[config.mk]
export PLATFORM = sky130hd
export DESIGN_NAME = adc_level_sync
export DESIGN_NICKNAME = d
export VERILOG_FILES = /design/src/rtl/adc_level_sync.sv
export SDC_FILE = /design/constraint.sdc
export NUM_CORES = 1
export LEC_CHECK = 0
export CORE_MARGIN = 1.5
export CORE_UTILIZATION = 52
export CTS_BUF_LIST = sky130_fd_sc_hd__clkbuf_4
export DETAILED_ROUTE_END_ITERATION = 12
export GPL_TIMING_DRIVEN = 0
export PLACE_DENSITY = 0.89
export SYNTH_ARGS = -nofsm -noshare
export SYNTH_HDL_FRONTEND = slang
export SYNTH_SLANG_ARGS = --single-unit
[constraint.sdc]
create_clock -name clk -period 7.4 [get_ports clk]
set_clock_uncertainty 0.2 [all_clocks]
set_input_delay 1.48 -clock clk [delete_from_list [all_inputs] [get_ports clk]]
set_output_delay 1.48 -clock clk [all_outputs]
set_load 0.05 [all_outputs]
[src/rtl/adc_level_sync.sv]
// adc_level_sync: gates the continuous ADC sample stream into one AXI-Stream
// packet per START command. The packet either opens immediately or after a
// run of samples above a start threshold. It closes at DSIZE samples or after
// a run of samples below a stop threshold.
module adc_level_sync #(
  parameter int DW = 16,
  parameter int CW = 32,
  parameter int NW = 16
) (
  input  logic          clk,
  input  logic          rst,
  input  logic [DW-1:0] adc_data,
  input  logic          adc_valid,
  input  logic          cfg_start,
  input  logic          cfg_ls,
  input  logic [CW-1:0] cfg_dsize,
  input  logic [DW-1:0] cfg_start_thr,
  input  logic [DW-1:0] cfg_stop_thr,
  input  logic [NW-1:0] cfg_n_start,
  input  logic [NW-1:0] cfg_n_stop,
  output logic [DW-1:0] m_axis_tdata,
  output logic          m_axis_tvalid,
  output logic          m_axis_tlast,
  input  logic          m_axis_tready,
  output logic          sr_pc,
  output logic          sr_busy,
  output logic          sr_ovf,
  output logic [CW-1:0] pkt_len
);

  typedef enum logic [1:0] {
    S_IDLE    = 2'd0,
    S_ARMED   = 2'd1,
    S_CAPTURE = 2'd2,
    S_DONE    = 2'd3
  } state_t;

  state_t state_q, state_d;

  // Configuration captured at START and held for the whole packet
  logic          ls_q;
  logic [CW-1:0] dsize_q;
  logic [DW-1:0] start_thr_q;
  logic [DW-1:0] stop_thr_q;
  logic [NW-1:0] n_start_eff_q;
  logic [NW-1:0] n_stop_eff_q;

  // Run and sample counters
  logic [NW-1:0] run_cnt_q;
  logic [NW-1:0] stop_cnt_q;
  logic [CW-1:0] samp_cnt_q;

  // Output register and status
  logic [DW-1:0] tdata_q;
  logic          tvalid_q;
  logic          tlast_q;
  logic          sr_pc_q;
  logic          sr_ovf_q;
  logic [CW-1:0] pkt_len_q;

  // Combinational helpers
  logic          start_accept;
  logic          above;
  logic          below;
  logic [NW-1:0] run_inc;
  logic [NW-1:0] stop_inc;
  logic [CW-1:0] cnt_inc;
  logic          start_hit;
  logic          size_hit;
  logic          stop_hit;
  logic          capture_last;
  logic          can_load;
  logic          emit;
  logic          emit_last;

  assign start_accept = (state_q == S_IDLE) && cfg_start && (cfg_dsize != '0);
  assign above        = $signed(adc_data) > $signed(start_thr_q);
  assign below        = $signed(adc_data) < $signed(stop_thr_q);
  assign run_inc      = run_cnt_q + NW'(1);
  assign stop_inc     = stop_cnt_q + NW'(1);
  assign cnt_inc      = samp_cnt_q + CW'(1);
  assign start_hit    = above && (run_inc == n_start_eff_q);
  assign size_hit     = (cnt_inc >= dsize_q);
  assign stop_hit     = ls_q && below && (stop_inc == n_stop_eff_q);
  assign capture_last = size_hit || stop_hit;
  // The register can take a new beat when empty or being drained this cycle
  assign can_load     = !tvalid_q || m_axis_tready;

  // State register
  always_ff @(posedge clk or posedge rst) begin
    if (rst) state_q <= S_IDLE;
    else     state_q <= state_d;
  end

  // Next-state logic
  always_comb begin
    state_d = state_q;
    unique case (state_q)
      S_IDLE: begin
        if (start_accept) state_d = cfg_ls ? S_ARMED : S_CAPTURE;
      end
      S_ARMED: begin
        // A one-sample packet closes on its trigger sample
        if (adc_valid && start_hit)
          state_d = (dsize_q == CW'(1)) ? S_DONE : S_CAPTURE;
      end
      S_CAPTURE: begin
        if (adc_valid && capture_last) state_d = S_DONE;
      end
      S_DONE: begin
        if (!tvalid_q || m_axis_tready) state_d = S_IDLE;
      end
      default: state_d = S_IDLE;
    endcase
  end

  // FSM outputs: which samples are emitted and which one ends the packet
  always_comb begin
    emit      = 1'b0;
    emit_last = 1'b0;
    sr_busy   = (state_q != S_IDLE);
    unique case (state_q)
      S_ARMED: begin
        emit      = adc_valid && start_hit;
        emit_last = (dsize_q == CW'(1));
      end
      S_CAPTURE: begin
        emit      = adc_valid;
        emit_last = capture_last;
      end
      default: begin
        emit      = 1'b0;
        emit_last = 1'b0;
      end
    endcase
  end

  // Config latch, run/sample counters, packet completion status
  always_ff @(posedge clk or posedge rst) begin
    if (rst) begin
      ls_q          <= 1'b0;
      dsize_q       <= '0;
      start_thr_q   <= '0;
      stop_thr_q    <= '0;
      n_start_eff_q <= '0;
      n_stop_eff_q  <= '0;
      run_cnt_q     <= '0;
      stop_cnt_q    <= '0;
      samp_cnt_q    <= '0;
      sr_pc_q       <= 1'b0;
      pkt_len_q     <= '0;
    end else if (start_accept) begin
      ls_q          <= cfg_ls;
      dsize_q       <= cfg_dsize;
      start_thr_q   <= cfg_start_thr;
      stop_thr_q    <= cfg_stop_thr;
      n_start_eff_q <= (cfg_n_start == '0) ? NW'(1) : cfg_n_start;
      n_stop_eff_q  <= (cfg_n_stop == '0) ? NW'(1) : cfg_n_stop;
      run_cnt_q     <= '0;
      stop_cnt_q    <= '0;
      samp_cnt_q    <= '0;
      sr_pc_q       <= 1'b0;
    end else if (adc_valid && state_q == S_ARMED) begin
      run_cnt_q <= above ? run_inc : '0;
      if (start_hit) begin
        samp_cnt_q <= CW'(1);
        if (dsize_q == CW'(1)) begin
          pkt_len_q <= CW'(1);
          sr_pc_q   <= 1'b1;
        end
      end
    end else if (adc_valid && state_q == S_CAPTURE) begin
      // Leaving CAPTURE on size_hit keeps the count from passing dsize
      samp_cnt_q <= cnt_inc;
      stop_cnt_q <= (ls_q && below) ? stop_inc : '0;
      if (capture_last) begin
        pkt_len_q <= cnt_inc;
        sr_pc_q   <= 1'b1;
      end
    end
  end

  // Single-stage output register; a sample arriving while a beat is stalled is dropped
  always_ff @(posedge clk or posedge rst) begin
    if (rst) begin
      tdata_q  <= '0;
      tvalid_q <= 1'b0;
      tlast_q  <= 1'b0;
      sr_ovf_q <= 1'b0;
    end else begin
      if (start_accept) sr_ovf_q <= 1'b0;
      if (emit) begin
        if (can_load) begin
          tdata_q  <= adc_data;
          tvalid_q <= 1'b1;
          tlast_q  <= emit_last;
        end else begin
          sr_ovf_q <= 1'b1;
          // Terminate the packet on the held beat if the dropped one was last
          if (emit_last) tlast_q <= 1'b1;
        end
      end else if (tvalid_q && m_axis_tready) begin
        tvalid_q <= 1'b0;
        tlast_q  <= 1'b0;
      end
    end
  end

  assign m_axis_tdata  = tdata_q;
  assign m_axis_tvalid = tvalid_q;
  assign m_axis_tlast  = tlast_q;
  assign sr_pc         = sr_pc_q;
  assign sr_ovf        = sr_ovf_q;
  assign pkt_len       = pkt_len_q;

endmodule

After elaboration in Yosys (flattened, before gate mapping)
Cells that the tools add are included.
Widths: inputs -> output; s select.
{ "totals": {"word_cells": 115, "register_bits": 215, "in_bits": 118} }
{ "op_classes": {"n_mux": 42, "magnitude_cmp": 3, "n_bitwise": 1, "n_eq_ne": 17, "n_reduce_logical": 33, "n_addsub": 3} }
{ "op_table": {"columns": ["cell", "count"], "rows": [
  ["$mux 32", 9],
  ["$mux 16", 9],
  ["$add 16x1->16 const B", 2],
  ["$add 32x1->32 const B", 1],
  ["$eq 16x16->1", 2],
  ["$eq 32x1->1 const B", 1],
  ["$ge 32x32->1", 1],
  ["$logic_not 16->1", 2],
  ["$reduce_bool 32->1", 1],
  ["$gt 16x16->1", 1],
  ["$lt 16x16->1", 1],
  ["$mux 1", 16],
  ["$ne 2x2->1 const B", 8],
  ["$reduce_bool 2->1", 6],
  ["$logic_and 1x1->1", 10],
  ["$mux 2", 5],
  ["$reduce_and 2->1", 5],
  ["$pmux 2 s4", 1],
  ["$reduce_and 4->1", 2],
  ["$ne 3x3->1 const B", 2],
  ["$reduce_bool 3->1", 2],
  ["$reduce_and 5->1", 1],
  ["$eq 2x2->1 const B", 2],
  ["$pmux 1 s2", 2],
  ["6 further kinds", 7]
]} }

Logic depth before layout (Yosys ltp)
{ "logic_depth": {"ltp_word": 8, "mapped_depth": 20} }

Least setup slack after synthesis
OpenSTA, ideal clock, no wires.
{ "synth_path": {"path_type": "register -> register", "startpoint": "reg samp_cnt_q[3]", "endpoint": "reg pkt_len_q[2] (netlist: pkt_len[2])", "required_ps": 7079, "stages_incl_launch_ff": 19, "setup_slack_ps": 3115, "t_arrival_ps": 3964, "setup_time_ps": 121, "cell_sequence": "dfrtp_1 and4_1 nand4_1 nor3b_1 nand3_1 xor2_1 inv_1 ha_1 a21oi_1 o21a_1 nor2_1 o31a_1 a2111oi_0 o41ai_2 and2_4 buf_8 o21a_4 buf_8 a22o_1"} }
{ "synth_via": {"elab_chain_cells": 5} }
{ "synth_lines": {"columns": ["item", "line_no", "rtl"], "rows": [
  ["start: declaration", "51", "logic [CW-1:0] samp_cnt_q;"],
  ["start signal: assignment", "174", "samp_cnt_q <= cnt_inc;"],
  ["$add 32x1->32", "81", "assign cnt_inc = samp_cnt_q + CW'(1);"],
  ["$ge 32x32->1", "83", "assign size_hit = (cnt_inc >= dsize_q);"],
  ["$logic_or 1x1->1", "85", "assign capture_last = size_hit || stop_hit;"],
  ["$reduce_bool 2->1 (no source line)", null, null],
  ["$reduce_and 5->1 (no source line)", null, null],
  ["end signal: assignment", "177", "pkt_len_q <= cnt_inc;"],
  ["end: declaration", "59", "logic [CW-1:0] pkt_len_q;"]
]} }
No other way between the ends.
A chain may end at the register's enable or synchronous reset.

Worst setup path after layout
{ "layout_path": {"startpoint": "reg samp_cnt_q[3]", "endpoint": "reg pkt_len_q[0] (netlist: pkt_len[0])"} }
Same word-level chain as after synthesis.

==> impl_metrics.toml <==
[die]
ios = 171
die_h_um = 155.9
core_region_area_um2 = 22780
placementRows = 55
die_width_um = 155.9
start_util = 0.5340
die_area_um2 = 24320

[logic_synthesis]
yosysWarnings = 0
ys_types = 75
yosys-top-cells-area = "dfrtp_1 (44%), nand2_1 (8.1%), ha_1 (7.3%)"
synth_edf_count = 0
synth_async_sr_flop_share = 1.000
syn_avg_cell_area_um2 = 8.931
synth_top_cell_by_area = "dfrtp_1"
netlist_area_um2 = 12160
synth_top_area_frac = 0.4423
ys_seq_area_frac = 0.4423
synth-seq-cells = 215
syn-num-nets = 1551
ys.flop_type = "dfrtp_1"
synthCells = 1362

[clock_network]
clk_latency_ps = 700
htree_levels = 2
tritoncts = "built"
cts-buffers-inserted = 58
cts_root_buffer = "clkbuf_4"
postCtsHoldBufs = 0
cts_sinks = 215
post_cts_buffers = 0
clkTransAtPathRegs_ps = 60
cts-resized-gates = 0
ctsLongestPathBuffers = 3

[power]
switchingPower_mw = 1.904
seqPwrFrac = 0.371
p_total_mw = 4.621
leakagePower_nw = 6.885
switching_share = 0.4120
combPwrFrac = 0.404
p_int_mw = 2.717
powerDensity_nw_per_um2 = 306.1
power_frac_clock = 0.225
ir_worst_vdd_mv = 0.2646

[timing]
slew_headroom = 0.1840
hold_viol = 0
fmax_mhz = 174.2
period_share = 0.7755
finalMaxSlewViolations = 0
rsz0062_at_grt = "no"
worstMarginPinSlew_ps = 1219
setup_viol = 0
setup_tns_ps = 0
whs_ps = 276.4
setup_slack_ps = 1661
min_period_ps = 5739

[critical_path]
reg2reg_from = "samp_cnt_q[3]$_DFFE_PP0P_"
slowest_stage = "a2111oi_0"
reg2reg_slack_ps = 1660
worstRegToRegCells = 16
arrival_ps = 6070
worst_setup_path_start_kind = "flop"
end_kind = "flop"
crit_path_cell_trace = "and4_1, nand4_1, nor3b_1, nand3_1, xor2_1, inv_1, ha_1, a21oi_1, o21a_1, nor2_1, o31a_1, a2111oi_0, o41ai_2, and2_4, o21bai_4, mux2_2"
critPathMaxFanout = 7
r2r_end = "pkt_len[0]$_DFFE_PP0P_"
cp_data_required_time_ps = 7740
critical-path-max-stage-delay_ps = 920
crit_type = "reg -> reg"

[finish]
layout_common_cells = "nand2_1 (261), dfrtp_1 (215), clkdlybuf4s50_1 (170), o21ai_0 (141), inv_1 (97)"
syn_to_final_growth_pct = 24.12
final_util = 0.6628
drive_gt1_frac = 0.08886
fin_nets = 1786
final_common_cell = "nand2_1"

[route]
viasPerCell = 5.786
wirelength_um = 35060
firstDrtPassIters = 5
drt-wirelength-per-cell_um = 17.89
final_antenna_net_count = 0
vias = 11340
first_iter_violations = 911
drc = 0

[global_route]
track_usage = 0.2929
antenna_found_initial = 4
overflow = 0
grt_max_degree = 44
grt_pass1_wl_um = 56310
grt_pass1_vias = 11400

[run_status]
status = "complete, no violations"

[worst_hold_path]
min_path_type = "reg -> reg"
hold_depth = 2
hold_path_end = "sr_pc$_DFFE_PP0P_"
hold_path.startpoint = "sr_pc$_DFFE_PP0P_"

[placement]
place.gp.congestion = 0.9787
dpl.hpwl_um = 26310
port_buffers = 170
place_worst_setup_slack_ps = 1715

[job]
maxCapViolCount = 0
## power by group through the flow
stage / combinational (mW) / clock [mW] / sequential (mW)
finish: 1.87 / 1.04 / 1.71
global route: 2.06 / 1.12 / 1.75
CTS: 1.85 / 1.06 / 1.71
detailed placement: 1.84 / 0 / 1.72
global placement: 1.75 / 0 / 1.71
floorplan: 1.09 / 0 / 1.84
## cells by family after synthesis
family                   after synthesis  synth area share
AND/OR/NAND/NOR                      526            0.2056
flip-flops                           215            0.4423
multiplexers                          25           0.02242
buffers and inverters                161           0.05791
adder cells (fa/ha/maj)               71           0.07303
AO/OA/AOI/OAI                        297            0.1482
XOR/XNOR                              67           0.05050
## cell usage after synthesis (6+ instances only)
library cell,number
nor2_1,50
xnor2_1,39
nand4_1,23
a21oi_1,67
xor2_1,26
mux2i_1,7
buf_2,6
dfrtp_1,215
a31oi_1,6
o21ai_0,141
or3_1,7
buf_6,7
and4_1,9
nor3_1,42
nand2_1,261
nand3b_1,7
a22o_1,28
nand3_1,27
mux2_2,17
clkbuf_1,41
nand2b_1,9
and3_1,16
inv_1,98
nor4_1,28
ha_1,71
nor2b_1,10
and2_1,12
## sequential cells by signal, indices dropped and copies added (netlist names)
register,flops
dsize_q,32
ls_q,1
m_axis_tdata,16
m_axis_tlast,1
m_axis_tvalid,1
n_start_eff_q,16
n_stop_eff_q,16
pkt_len,32
run_cnt_q,16
samp_cnt_q,32
sr_ovf,1
sr_pc,1
start_thr_q,16
state_q,2
stop_cnt_q,16
stop_thr_q,16
## worst max path at each step
stage,from,endpoint,slack [ps]
after global placement,rst,pkt_len[13]$_DFFE_PP0P_,1320
final,samp_cnt_q[3]$_DFFE_PP0P_,pkt_len[0]$_DFFE_PP0P_,1660
after detailed placement,cfg_dsize[8],samp_cnt_q[8]$_DFFE_PP0P_,1710
after floorplan,rst,dsize_q[0]$_DFFE_PP0P_,2920
after CTS,samp_cnt_q[3]$_DFFE_PP0P_,pkt_len[0]$_DFFE_PP0P_,1870
after global routing,samp_cnt_q[3]$_DFFE_PP0P_,pkt_len[0]$_DFFE_PP0P_,1410
## cell type report
| type | count | area [um2] |
|---|---|---|
| fillers | 1762 | 7680 |
| multi-input cells | 986 | 6080 |
| flip-flops and latches | 215 | 5380 |
| repair buffers | 175 | 1802 |
| clock buffers | 76 | 570.5 |
| well taps | 313 | 391.6 |
| inverters | 98 | 371.6 |
| plain buffers | 63 | 336.6 |
| clock inverters | 30 | 156.4 |
| diodes | 4 | 10.01 |
## worst max-delay path: cells and delay by family, from the launching register on
family / cells / cell delay [ps]
and+or+nand+nor: 6 / 1670
buffers and inverters: 1 / 80
AOI/OAI and AO/OA: 6 / 2250
adders and majority gates: 1 / 320
xor gates and xnor gates: 1 / 280
DFF: 1 / 450
muxes: 1 / 380
## per-layer routing
layer | part of all wire | vias to the layer above | track usage
li1 | - | 5241 | -
met2 | 0.47 | 549 | 0.4800
met4 | 0.042 | 0 | 0.1433
met5 | 0 | - | 0
met1 | 0.41 | 5433 | 0.3703
met3 | 0.082 | 117 | 0.06028
## stage by stage
step	cells	area, um2
CTS	1956	15090
detailed placement	1850	14360
floorplan	1362	12170
finish	1960	15100
global placement	1845	14260
global route	1960	15100
(Power assumes the default switching activity.)
